$ cat config.mk
export PLATFORM = sky130hd
export DESIGN_NAME = muldiv_sequencer
export DESIGN_NICKNAME = d
export VERILOG_FILES = /design/src/rtl/muldiv_pkg.sv /design/src/rtl/twos_abs.sv /design/src/rtl/muldiv_sequencer.sv
export SDC_FILE = /design/constraint.sdc
export NUM_CORES = 1
export LEC_CHECK = 0
export ABC_AREA = 1
export BUFFER_PORTS_ARGS = -buffer_cell sky130_fd_sc_hd__buf_2
export CORE_MARGIN = 2
export CORE_UTILIZATION = 55
export CTS_CLUSTER_SIZE = 30
export DETAILED_ROUTE_END_ITERATION = 8
export PLACE_DENSITY = 0.83
export SLEW_MARGIN = 10
export SYNTH_ARGS = -nofsm -noshare
export SYNTH_HDL_FRONTEND = slang
export SYNTH_SLANG_ARGS = --single-unit
$ cat constraint.sdc
create_clock -name Clk -period 2.7 [get_ports Clk]
set_clock_uncertainty 0.05 [all_clocks]
set_input_delay 0.54 -clock Clk [delete_from_list [all_inputs] [get_ports Clk]]
set_output_delay 0.54 -clock Clk [all_outputs]
set_load 0.02 [all_outputs]
$ cat src/rtl/muldiv_pkg.sv
// Shared types and constants for the multicycle multiply/divide unit.
// Operation and state encodings are shared by the RTL and any code that drives it.
package muldiv_pkg;

    localparam int MULDIV_W = 32;

    typedef enum logic [1:0] {
        MULT  = 2'b00,
        MULTU = 2'b01,
        DIV   = 2'b10,
        DIVU  = 2'b11
    } muldiv_op_t;

    typedef enum logic [2:0] {
        IDLE = 3'd0,
        PREP = 3'd1,
        ITER = 3'd2,
        SIGN = 3'd3,
        DONE = 3'd4
    } muldiv_state_t;

endpackage

$ cat src/rtl/twos_abs.sv
// Conditional two's-complement negate: used both to take operand magnitudes
// and to restore signs on the finished product, quotient and remainder.
module twos_abs #(
    parameter int W = 32
) (
    input  logic [W-1:0] value_i,
    input  logic         negate_i,
    output logic [W-1:0] result_o
);

    assign result_o = negate_i ? (~value_i + W'(1)) : value_i;

endmodule

$ cat src/rtl/muldiv_sequencer.sv
// Sequenced MULT/MULTU/DIV/DIVU unit: magnitudes in, one shift-add or restoring
// divide step per cycle, sign fix-up at the end, results held in HI/LO.
import muldiv_pkg::*;

module muldiv_sequencer #(
    parameter int WIDTH = MULDIV_W
) (
    input  logic             Clk,
    input  logic             reset,
    input  logic             start,
    input  logic [1:0]       op,
    input  logic [WIDTH-1:0] oper_A,
    input  logic [WIDTH-1:0] oper_B,
    output logic             busy,
    output logic             done,
    output logic             div_zero,
    output logic [WIDTH-1:0] HI,
    output logic [WIDTH-1:0] LO
);

    localparam int CW = (WIDTH > 1) ? $clog2(WIDTH) : 1;
    localparam logic [CW-1:0] LAST_CNT = CW'(WIDTH - 1);

    muldiv_state_t      state_q, state_d;
    muldiv_op_t         op_q, op_d;
    logic [WIDTH-1:0]   magA_q, magA_d;
    logic [WIDTH-1:0]   magB_q, magB_d;
    logic               resSign_q, resSign_d;
    logic               remSign_q, remSign_d;
    logic [2*WIDTH-1:0] acc_q, acc_d;
    logic [CW-1:0]      cnt_q, cnt_d;
    logic [WIDTH-1:0]   hi_q, hi_d;
    logic [WIDTH-1:0]   lo_q, lo_d;
    logic               divZero_q, divZero_d;

    logic               inSigned;
    logic               isDivQ;
    logic [WIDTH-1:0]   absA, absB;
    logic [2*WIDTH-1:0] prodFix;
    logic [WIDTH-1:0]   quotFix, remFix;
    logic [WIDTH:0]     mulSum;
    logic [WIDTH:0]     remShift;
    logic [WIDTH-1:0]   remTrial;
    logic               remGe;

    assign inSigned = (op == MULT) || (op == DIV);
    assign isDivQ   = (op_q == DIV) || (op_q == DIVU);

    twos_abs #(.W(WIDTH)) uAbsA (
        .value_i  (oper_A),
        .negate_i (inSigned & oper_A[WIDTH-1]),
        .result_o (absA)
    );

    twos_abs #(.W(WIDTH)) uAbsB (
        .value_i  (oper_B),
        .negate_i (inSigned & oper_B[WIDTH-1]),
        .result_o (absB)
    );

    twos_abs #(.W(2*WIDTH)) uProdFix (
        .value_i  (acc_q),
        .negate_i (resSign_q),
        .result_o (prodFix)
    );

    twos_abs #(.W(WIDTH)) uQuotFix (
        .value_i  (acc_q[WIDTH-1:0]),
        .negate_i (resSign_q),
        .result_o (quotFix)
    );

    twos_abs #(.W(WIDTH)) uRemFix (
        .value_i  (acc_q[2*WIDTH-1:WIDTH]),
        .negate_i (remSign_q),
        .result_o (remFix)
    );

    // Multiply keeps the carry of the upper-half add; divide feeds the next
    // dividend bit into the partial remainder, shifted out of magA_q.
    assign mulSum   = {1'b0, acc_q[2*WIDTH-1:WIDTH]} + (magB_q[0] ? {1'b0, magA_q} : '0);
    assign remShift = {acc_q[2*WIDTH-1:WIDTH], magA_q[WIDTH-1]};
    assign remGe    = (remShift >= {1'b0, magB_q});
    assign remTrial = remShift[WIDTH-1:0] - magB_q;

    always_ff @(posedge Clk or negedge reset) begin
        if (!reset) begin
            state_q   <= IDLE;
            op_q      <= MULT;
            magA_q    <= '0;
            magB_q    <= '0;
            resSign_q <= 1'b0;
            remSign_q <= 1'b0;
            acc_q     <= '0;
            cnt_q     <= '0;
            hi_q      <= '0;
            lo_q      <= '0;
            divZero_q <= 1'b0;
        end else begin
            state_q   <= state_d;
            op_q      <= op_d;
            magA_q    <= magA_d;
            magB_q    <= magB_d;
            resSign_q <= resSign_d;
            remSign_q <= remSign_d;
            acc_q     <= acc_d;
            cnt_q     <= cnt_d;
            hi_q      <= hi_d;
            lo_q      <= lo_d;
            divZero_q <= divZero_d;
        end
    end

    always_comb begin
        state_d   = state_q;
        op_d      = op_q;
        magA_d    = magA_q;
        magB_d    = magB_q;
        resSign_d = resSign_q;
        remSign_d = remSign_q;
        acc_d     = acc_q;
        cnt_d     = cnt_q;
        hi_d      = hi_q;
        lo_d      = lo_q;
        divZero_d = divZero_q;

        unique case (state_q)
            IDLE: begin
                if (start) begin
                    op_d      = muldiv_op_t'(op);
                    magA_d    = absA;
                    magB_d    = absB;
                    resSign_d = inSigned & (oper_A[WIDTH-1] ^ oper_B[WIDTH-1]);
                    remSign_d = inSigned & oper_A[WIDTH-1];
                    divZero_d = 1'b0;
                    state_d   = PREP;
                end
            end
            PREP: begin
                // A zero divisor skips straight to DONE and leaves HI/LO untouched.
                if (isDivQ && (magB_q == '0)) begin
                    divZero_d = 1'b1;
                    state_d   = DONE;
                end else begin
                    acc_d   = '0;
                    cnt_d   = '0;
                    state_d = ITER;
                end
            end
            ITER: begin
                if (isDivQ) begin
                    acc_d  = {(remGe ? remTrial : remShift[WIDTH-1:0]),
                              acc_q[WIDTH-2:0], remGe};
                    magA_d = {magA_q[WIDTH-2:0], 1'b0};
                end else begin
                    acc_d  = {mulSum, acc_q[WIDTH-1:1]};
                    magB_d = {1'b0, magB_q[WIDTH-1:1]};
                end
                cnt_d = cnt_q + CW'(1);
                if (cnt_q == LAST_CNT) begin
                    state_d = SIGN;
                end
            end
            SIGN: begin
                if (isDivQ) begin
                    hi_d = remFix;
                    lo_d = quotFix;
                end else begin
                    hi_d = prodFix[2*WIDTH-1:WIDTH];
                    lo_d = prodFix[WIDTH-1:0];
                end
                state_d = DONE;
            end
            DONE: begin
                state_d = IDLE;
            end
            default: begin
                state_d = IDLE;
            end
        endcase
    end

    assign busy     = (state_q == PREP) || (state_q == ITER) || (state_q == SIGN);
    assign done     = (state_q == DONE);
    assign div_zero = divZero_q;
    assign HI       = hi_q;
    assign LO       = lo_q;

endmodule

==> flow_summary.yaml, run 1 <==
synth:
  synth_area_leader_cell: "dfrtp_1"
  synth_cell_types: 55
  synth-seq-cells: 204
  yosys-top-cells-area: "dfrtp_1 (28%), nand2_1 (22%), inv_1 (7.2%)"
  yosys_warnings: 0
  syn_avg_cell_area_um2: 6.17
  synth_top_area_share_pct: 27.9
  synth_cells: 2972
  syn_area_mm2: 0.0183
  syn_nets: 3114
  seq_area_frac_synth_pct: 27.9
pwr:
  intPower_mw: 12.3
  p_leak_nw: 11.7
  p_comb_share_pct: 67.9
  ir_worst_vdd_mv: 0.790
  pwr-share-seq_pct: 18.9
  power.switching_mw: 14.9
  power_frac_clock_pct: 13.2
  power.density_mw_per_mm2: 1290
  swShare_pct: 54.9
drt:
  ant_nets: 0
  routed_wl_um: 68500
  dr.first_iter.drc_count: 2007
  routed_via_density: 5.71
  dr.pass1.iters: 6
  drc: 0
  vias: 20700
  routedWlPerCell_um: 18.9
grt:
  grt_max_degree: 98
  grtUsageTotal_pct: 38.8
  grt_pass1_vias: 19500
  overflow: 0
  grt_first_pass_wirelength_um: 107000
  antenna_found_initial: 1
place:
  dp_cells: 3572
  gp_routability_congestion: 1.08
  dp.final_hpwl_um: 53400
  postPlaceCellArea_mm2: 0.0201
  portBuffers: 135
worst_setup_path:
  path_cells: "ha_1 -> nand2_1 -> nor2_1 -> inv_1 -> nor2_2 -> nand3_4 -> nand2_4 -> buf_12 -> nand3_2 -> nand3_1 -> nand3_2"
  critical_path.max_stage_delay_ns: 0.53
  path_max_fanout: 12
  critPathArrivalTime_ns: 2.95
  startpoint_type: "flip-flop"
  worstReg2RegEnd: "acc_q[51]"
  rrSetupSlack_ns: 0.09
  crit_type: "flip-flop to flip-flop"
  r2r_cells: 11
  crit_path_top_delay_cell: "dfrtp_1"
  path_common_cell: "nand3_2"
  reg2reg_from: "acc_q[50]"
  cp-end-kind: "flip-flop"
  required_ns: 3.04
clock_tree:
  clk-insertion-delay-late_ns: 0.56
  cts_tree: "built"
  root_buffer: "clkbuf_16"
  htreeDepth: 1
  numCtsBuffers: 25
  cts.sinks: 204
  clockBufferDepth: 3
  clk_pin_slew_ns: 0.06
  postCtsSetupBuffers: 0
min_path:
  min-delay-start: "op[1]"
  hp-class: "input pin to flip-flop"
  hold_path_depth: 3
  hold_end: "op_q[1]"
job:
  cap_viol_max_count: 0
floorplan:
  coreArea_mm2: 0.0327
  die_w_um: 187
  start_util_pct: 56.0
  die_area_mm2: 0.0348
  io_pins: 136
  die_y_um: 187
  fp-row-count: 66
cells_and_area:
  fin_area_mm2: 0.0210
  diodes: 0
  layoutNonFillerInstCount: 3618
  finalNetCount: 3300
  area_delta_synth_final_pct: 14.8
  drive_above_1_share_pct: 13.0
sta:
  hold_viol: 0
  maxSlewViolCount: 0
  final.min_clock_period_ns: 2.61
  rsz0062_at_grt: "false"
  max_slew_margin_pct: 38.4
  holdWs_ns: 0.185
  tightestPinTransition_ns: 0.923
  tns_ns: 0
  finalSetupViolations: 0
  fmax_mhz: 383
  min_period_over_period_pct: 96.6
outcome:
  status: "complete, no violations"
critical path, delay by kind of cell (launching register included):
family                     cells  cell delay, ns
DFF                            1            0.53
and+or+nand+nor                8            1.18
buffers and inverters          2            0.24
adders and majority gates      1            0.44
cells in the mapped netlist, drive strengths merged:
cell	n
clkbuf	38
o211ai	23
o21bai	14
nand2	1084
o2111ai	1
nor3b	1
inv	364
buf	56
xor2	54
clkinv	3
nand3b	11
nand4	34
a21o	1
a21oi	112
or2	16
a22oi	33
o21ai	179
nor2	306
ha	71
nor4	7
o21a	6
a211oi	1
o22ai	3
nand3	252
a31oi	5
fa	2
and3	4
and2	4
xnor2	28
nor3	37
dfrtp	204
o221ai	14
o31ai	4
routing by layer:
layer	share of wire [%]	GRT usage (%)	vias to the layer above
met1	40	50.6	9518
met4	6.8	22.9	0
met3	8.5	5.30	220
met2	44	61.9	1026
li1	-	-	9899
met5	0	0	-
worst max path at each step:
stage	cells after the start	slack, ns	end	startpoint
2_1_floorplan	21	0.11	acc_q[61]	magB_q[0]
3_3_place_gp	13	-0.03	acc_q[51]	magB_q[0]
3_5_place_dp	12	-0.06	acc_q[49]	magB_q[0]
4_1_cts	12	0.01	acc_q[49]	magB_q[0]
5_1_grt	17	0.01	acc_q[53]	magB_q[0]
6_report	11	0.09	acc_q[51]	acc_q[50]
metrics by stage:
step / total power, mW / worst slack (ns) / util (%)
after floorplan: 16.9 / 0.108 / -
after global placement: 22.7 / -0.0308 / 61.4
after detailed placement: 23.0 / -0.0551 / 61.4
after CTS: 26.7 / 0.0146 / 64.1
after global routing: 29.2 / 0.0117 / 64.3
final: 27.2 / 0.0922 / 64.3
power by group through the flow:
stage | Combinational (mW) | Sequential (mW) | Clock [mW]
3_5_place_dp | 17.8 | 5.14 | 0
4_1_cts | 17.9 | 5.10 | 3.60
6_report | 18.5 | 5.15 | 3.59
5_1_grt | 20.2 | 5.24 | 3.73
3_3_place_gp | 17.6 | 5.11 | 0
2_1_floorplan | 11.6 | 5.34 | 0
layout make-up:
cell class                 count  area (um^2)
multi-input combinational   2307        11500
inverter                     367         1380
clock buffer                  32          692
clock inverter                13          163
tap                          442          553
fill                        3094        11700
timing repair buffer         253         1680
sequential                   204         5110
flip-flops by register name, indices dropped and copies added (netlist names):
| signal | cells |
|---|---|
| acc_q | 64 |
| HI | 32 |
| LO | 32 |
| magA_q | 32 |
| magB_q | 32 |
| cnt_q | 5 |
| state_q | 3 |
| div_zero | 1 |
| op_q | 1 |
| remSign_q | 1 |
| resSign_q | 1 |
what timing repair did:
item,4_1_cts,5_1_grt
hold buffers,1,0
setup endpoints to repair,2,20
gates resized for setup,3,23
pin swaps,0,1
endpoints found under the hold margin,46,0
cloned,0,0
logic make-up after synthesis:
group                      share of synthesized area (%)
and+or+nand+nor                                     40.5
buffers and inverters                               10.1
AOI/OAI and AO/OA                                   12.6
DFF                                                 27.9
xor gates and xnor gates                            3.92
adders and majority gates                           5.07
cell usage in the layout, fill, tap and decap left out, types with 5 or more instances in the layout:
master and n:
nand2_1 1064, inv_1 351, nor2_1 271, nand3_1 240, dfrtp_1 203, o21ai_0 156, buf_2 134, buf_4 108
a21oi_1 104, ha_1 67, xor2_1 53, nand4_1 34, nor3_1 33, a22oi_1 33, xnor2_1 28, clkbuf_16 25
nor2_2 23, o21ai_1 20, o211ai_1 19, nand2_2 16, o21bai_1 14, o221ai_1 14, inv_2 13, nor2_4 12
nand3_2 11, or2_2 11, nand3b_1 10, buf_12 8, nor4_1 7, a21oi_2 7, o21a_1 6, a31oi_1 5
inv_6 5, clkbuf_8 5
Power figures use the tool's default switching activity.
==> run 2: changes to the inputs <==
--- a/config.mk
+++ b/config.mk
@@ -12,6 +12,7 @@
 export CTS_CLUSTER_SIZE = 30
 export DETAILED_ROUTE_END_ITERATION = 8
 export PLACE_DENSITY = 0.83
+export RECOVER_POWER = 50
 export SLEW_MARGIN = 10
 export SYNTH_ARGS = -nofsm -noshare
 export SYNTH_HDL_FRONTEND = slang
==> run 2 against run 1 <==
Effect of this change: the run now ends with max-capacitance violations, max-slew violations left; worst setup slack got worse by 0.019 ns; first-iteration DRC count rose by 9.0%; clock power barely moved; total power barely moved; fmax fell by 0.73%; combinational power barely moved; die area did not move; clock-buffer cell count did not move; largest cell class unchanged.
==> flow_summary.yaml, run 2 (same netlist as run 1, synthesis figures left out) <==
place:
  postPlaceCellArea_mm2: 0.0201
  dp.final_hpwl_um: 53400
  dp_slack_ns: -0.0551
  gp_routability_congestion: 1.08
  portBuffers: 135
floorplan:
  start_util_pct: 56.0
  die_y_um: 187
  coreArea_mm2: 0.0327
  die_w_um: 187
  fp-row-count: 66
  io_pins: 136
  die_area_mm2: 0.0348
worst_setup_path:
  cp-end-kind: "flip-flop"
  path_max_fanout: 12
  critical_path.startpoint: "acc_q[39]"
  startpoint_type: "flip-flop"
  crit_type: "flip-flop to flip-flop"
  rrSetupSlack_ns: 0.07
  required_ns: 3.03
  reg2reg_from: "acc_q[39]"
  critPathArrivalTime_ns: 2.96
cells_and_area:
  area_delta_synth_final_pct: 14.5
  register_area_mm2: 0.00511
  fin_area_mm2: 0.0210
  largest_reg_flops: 64
  largest_register: "acc_q"
  final_cell_mix: "nand2_1 (1064), inv_1 (352), nor2_1 (271), nand3_1 (240), dfrtp_1 (203)"
  diodes: 0
  multiInputGateArea_mm2: 0.0115
  finalNetCount: 3300
  layout_commonest_cell: "nand2_1"
  drive_above_1_share_pct: 12.0
  nFillCells: 3119
sta:
  maxSlewViolCount: 48
  fin_ws_ns: 0.0732
  finalSetupViolations: 0
  rsz0062_at_grt: "false"
  max_slew_margin_pct: -3.49
  min_period_over_period_pct: 97.3
  holdWs_ns: 0.185
  tightestPinTransition_ns: 1.55
  final.min_clock_period_ns: 2.63
  fmax_mhz: 381
  hold_viol: 0
drt:
  drc: 0
  routedWlPerCell_um: 18.9
  dr.pass1.iters: 5
  vias: 20700
  ant_nets: 0
  routed_wl_um: 68600
  routed_via_density: 5.72
  dr.first_iter.drc_count: 2188
clock_tree:
  clockBufferDepth: 3
  htreeDepth: 1
  cts_tree: "built"
  cts.sinks: 204
  postCtsSetupBuffers: 0
  root_buffer: "clkbuf_16"
  clk_pin_slew_ns: 0.06
  clk-insertion-delay-late_ns: 0.56
  numCtsBuffers: 25
grt:
  antenna_found_initial: 1
  grt_pass1_vias: 19500
  overflow: 0
  grt_first_pass_wirelength_um: 107000
  grt_max_degree: 98
  grtUsageTotal_pct: 38.8
job:
  cap_viol_max_count: 1
pwr:
  p_leak_nw: 11.6
  total_power_mw: 27.2
  power.density_mw_per_mm2: 1300
  ir_worst_vdd_mv: 0.793
min_path:
  min-delay-start: "op[1]"
  hp-class: "input pin to flip-flop"
outcome:
  status: "complete, but fails checks"
  violations: "max-capacitance violations, max-slew violations"
==> run 2: per-stage QoR <==
step | utilization (%) | instances | TNS, ns
final | 64.2 | 3618 | 0
after global routing | 64.2 | 3618 | 0
after CTS | 64.1 | 3618 | 0
after detailed placement | 61.4 | 3572 | -0.0927
after global placement | 61.4 | 3572 | -0.0499
after floorplan | - | 2972 | 0
==> run 2: metal layers <==
layer  GRT usage, %  up-vias  share of wire [%]
li1               -     9898                  -
met1           50.6     9510                 40
met2           61.9     1048                 44
met3           5.30      235                8.6
met4           22.9        0                6.9
met5              0        -                  0
==> run 2: repair_timing <==
action,CTS,global route
pin swaps,0,1
setup endpoints to repair,2,20
hold endpoints to repair,46,0
hold buffers,1,0
resized for setup,3,23
==> run 2: path summary, 6_finish.rpt <==
| path | end | cells past startpoint |
|---|---|---|
| worst max-delay path | acc_q[51] | 13 |
| worst min-delay path | op_q[1] | 3 |
| worst max register to register | acc_q[51] | 13 |
| worst min register to register | HI[30] | 2 |
| max in group asynchronous | acc_q[14] | 3 |
| min in group asynchronous | acc_q[7] | 2 |
==> run 2: cell type report <==
class                      instances  area share (%)
tap                              442            2.64
clock inverter                    13           0.775
sequential                       204            24.3
timing repair buffer             253            7.75
multi-input combinational       2307            54.6
inverter                         367            6.58
clock buffer                      32            3.30
==> run 2: where the power goes <==
group	switching [mW]	internal, mW
Combinational	12.5	5.96
Sequential	0.976	4.18
Clock	1.47	2.11
==> run 2: worst max-delay path, stage by stage, from the launching register on <==
cell and delay (ns):
dfrtp_2 0.52, ha_1 0.42, nand2_1 0.13, nor2_2 0.20, nand3_1 0.13, nand3_2 0.13
nand2_2 0.07, nand2_4 0.07, nand3_4 0.08, nand2_4 0.13, buf_12 0.16, nand3_2 0.09
nand3_1 0.11, nand3_2 0.16
==> run 3: changes to the inputs <==
--- a/config.mk
+++ b/config.mk
@@ -11,7 +11,7 @@
 export CORE_UTILIZATION = 55
 export CTS_CLUSTER_SIZE = 30
 export DETAILED_ROUTE_END_ITERATION = 8
-export PLACE_DENSITY = 0.83
+export PLACE_DENSITY = 0.8
 export RECOVER_POWER = 50
 export SLEW_MARGIN = 10
 export SYNTH_ARGS = -nofsm -noshare
==> constraint.sdc (replaced) <==
create_clock -name Clk -period 2.9 [get_ports Clk]
set_clock_uncertainty 0.05 [all_clocks]
set_input_delay 0.58 -clock Clk [delete_from_list [all_inputs] [get_ports Clk]]
set_output_delay 0.58 -clock Clk [all_outputs]
set_load 0.02 [all_outputs]
==> run 3 against run 2 <==
Effect of this change: the run still ends with max-capacitance violations, max-slew violations left; non-clock buffer count is 49 lower; sequential cell count did not move; fmax shrank 6.7%; routed wire length fell by 2.1%; global-route usage decreased by 0.82 points; clock power fell by 13%; die area unchanged; total power decreased by 10%; via count decreased by 1.6%; utilization is 1.7 points lower; combinational power down 11%; critical path type unchanged; largest cell class unchanged; largest power group unchanged; highest routed layer unchanged.
==> flow_summary.yaml, run 3 (same netlist as run 1, synthesis figures left out) <==
grt:
  grt_first_pass_wirelength_um: 105000
  grtUsageTotal_pct: 38.0
  antenna_found_initial: 1
  grt_pass1_vias: 19500
  grt_max_degree: 73
  overflow: 0
place:
  dp_cells: 3524
  dp.final_hpwl_um: 52800
  gp_routability_congestion: 1.10
  dp_slack_ns: 0.232
  portBuffers: 135
sta:
  final.min_clock_period_ns: 2.82
  fin_ws_ns: 0.0830
  fmax_mhz: 355
  holdWs_ns: 0.227
  max_slew_margin_pct: -29.5
  hold_viol: 0
  tns_ns: 0
  finalSetupViolations: 0
  min_period_over_period_pct: 97.1
  rsz0062_at_grt: "false"
  tightestPinTransition_ns: 1.94
  maxSlewViolCount: 73
outcome:
  status: "complete, but fails checks"
  violations: "max-capacitance violations, max-slew violations"
worst_setup_path:
  required_ns: 3.29
  cp-end-kind: "flip-flop"
  critPathArrivalTime_ns: 3.21
  reg2reg_from: "magB_q[0]"
  crit_path_top_delay_cell: "dfrtp_1"
  startpoint_type: "flip-flop"
  rrSetupSlack_ns: 0.08
  critical_path.startpoint: "magB_q[0]"
  path_max_fanout: 30
  critical_path.max_stage_delay_ns: 0.42
  r2r_cells: 12
  crit_end: "acc_q[49]"
  path_common_cell: "nand3_1"
  path_cells: "buf_12 -> nand2_1 -> inv_1 -> ha_1 -> nand2_1 -> nor2_1 -> nand3_1 -> nand3_1 -> a31oi_1 -> or2_2 -> nand3_1 -> nand3_1"
  worstReg2RegEnd: "acc_q[49]"
  crit_type: "flip-flop to flip-flop"
floorplan:
  start_util_pct: 56.0
  die_area_mm2: 0.0348
  io_pins: 136
  coreArea_mm2: 0.0327
  die_y_um: 187
  die_w_um: 187
  fp-row-count: 66
cells_and_area:
  diodes: 0
  layoutNonFillerInstCount: 3567
  layout_commonest_cell: "nand2_1"
  final_cell_mix: "nand2_1 (1063), inv_1 (351), nor2_1 (277), nand3_1 (243), dfrtp_1 (203)"
  finalNetCount: 3251
  drive_above_1_share_pct: 9.98
  largest_register: "acc_q"
  largest_reg_flops: 64
  final_core_util_pct: 62.4
  area_delta_synth_final_pct: 11.4
pwr:
  ir_worst_vdd_mv: 0.690
  p_leak_nw: 11.3
  power.density_mw_per_mm2: 1200
clock_tree:
  ctsHoldBuffers: 0
  clk-insertion-delay-late_ns: 0.56
  clk_pin_slew_ns: 0.06
  clockBufferDepth: 3
  cts.sinks: 204
  numCtsBuffers: 25
  cts_tree: "built"
  root_buffer: "clkbuf_16"
  htreeDepth: 1
drt:
  dr.first_iter.drc_count: 1951
  routed_wl_um: 67100
  ant_nets: 0
  routed_via_density: 5.71
  dr.pass1.iters: 6
  vias: 20400
  drc: 0
  routedWlPerCell_um: 18.8
job:
  cap_viol_max_count: 1
min_path:
  hp-class: "input pin to flip-flop"
[run 3: cell count changes in the layout (fill, tap and decap cells not counted), moves of 4 or more]
cell | previous run | this run
buf_4 | 107 | 60
a21oi_1 | 104 | 110
clkinv_2 | 4 | 9
buf_12 | 8 | 4
nor2_2 | 23 | 18
a21oi_2 | 7 | 2
nor2_1 | 271 | 277
inv_6 | 5 | 1
[run 3: stage by stage]
stage | power (mW) | area [um^2]
floorplan | 15.7 | 18300
global placement | 20.6 | 19700
detailed placement | 20.8 | 19700
CTS | 23.9 | 20500
global route | 26.2 | 20400
finish | 24.4 | 20400
[run 3: critical path: cells and delay by family (launching register included)]
family          cells  cell delay [ns]
simple gates        8             1.47
flops               1             0.42
fa+ha+maj           1             0.37
buf+inv             2             0.23
compound gates      1             0.15
[run 3: worst min-delay path by stage]
| stage | startpoint | endpoint | depth (start not counted) |
|---|---|---|---|
| 6_report | op[1] | op_q[1] | 3 |
| 5_1_grt | op[1] | op_q[1] | 3 |
| 4_1_cts | reset | LO[7] | 1 |
| 3_5_place_dp | HI[14] | HI[14] | 2 |
| 3_3_place_gp | HI[10] | HI[10] | 2 |
| 2_1_floorplan | reset | HI[0] | 0 |
[run 3: per-layer routing]
metal  GRT usage, %  up-vias  wire length (um)
met5              0        -                 0
met4           21.7        0              4400
met3           6.51      233              5880
met2           61.4     1034             29600
met1           48.3     9310             27300
li1               -     9783                 -
[run 3: final cells by class]
class	count	area (um^2)
clock buffers	30	674
clock inverters	13	124
fillers	3258	12300
inverters	367	1380
multi-input cells	2307	11400
flip-flops and latches	204	5110
well taps	442	553
repair buffers	204	1190
[run 3: report_power, final]
| group | internal, mW | switching [mW] |
|---|---|---|
| combinational | 5.00 | 11.5 |
| sequential | 3.89 | 0.958 |
| clock | 1.82 | 1.31 |
[run 3: repair_timing]
action / in CTS / in global routing
endpoints found under the setup margin: 0 / 2
buffers inserted: 0 / 0
resized for setup: 0 / 4
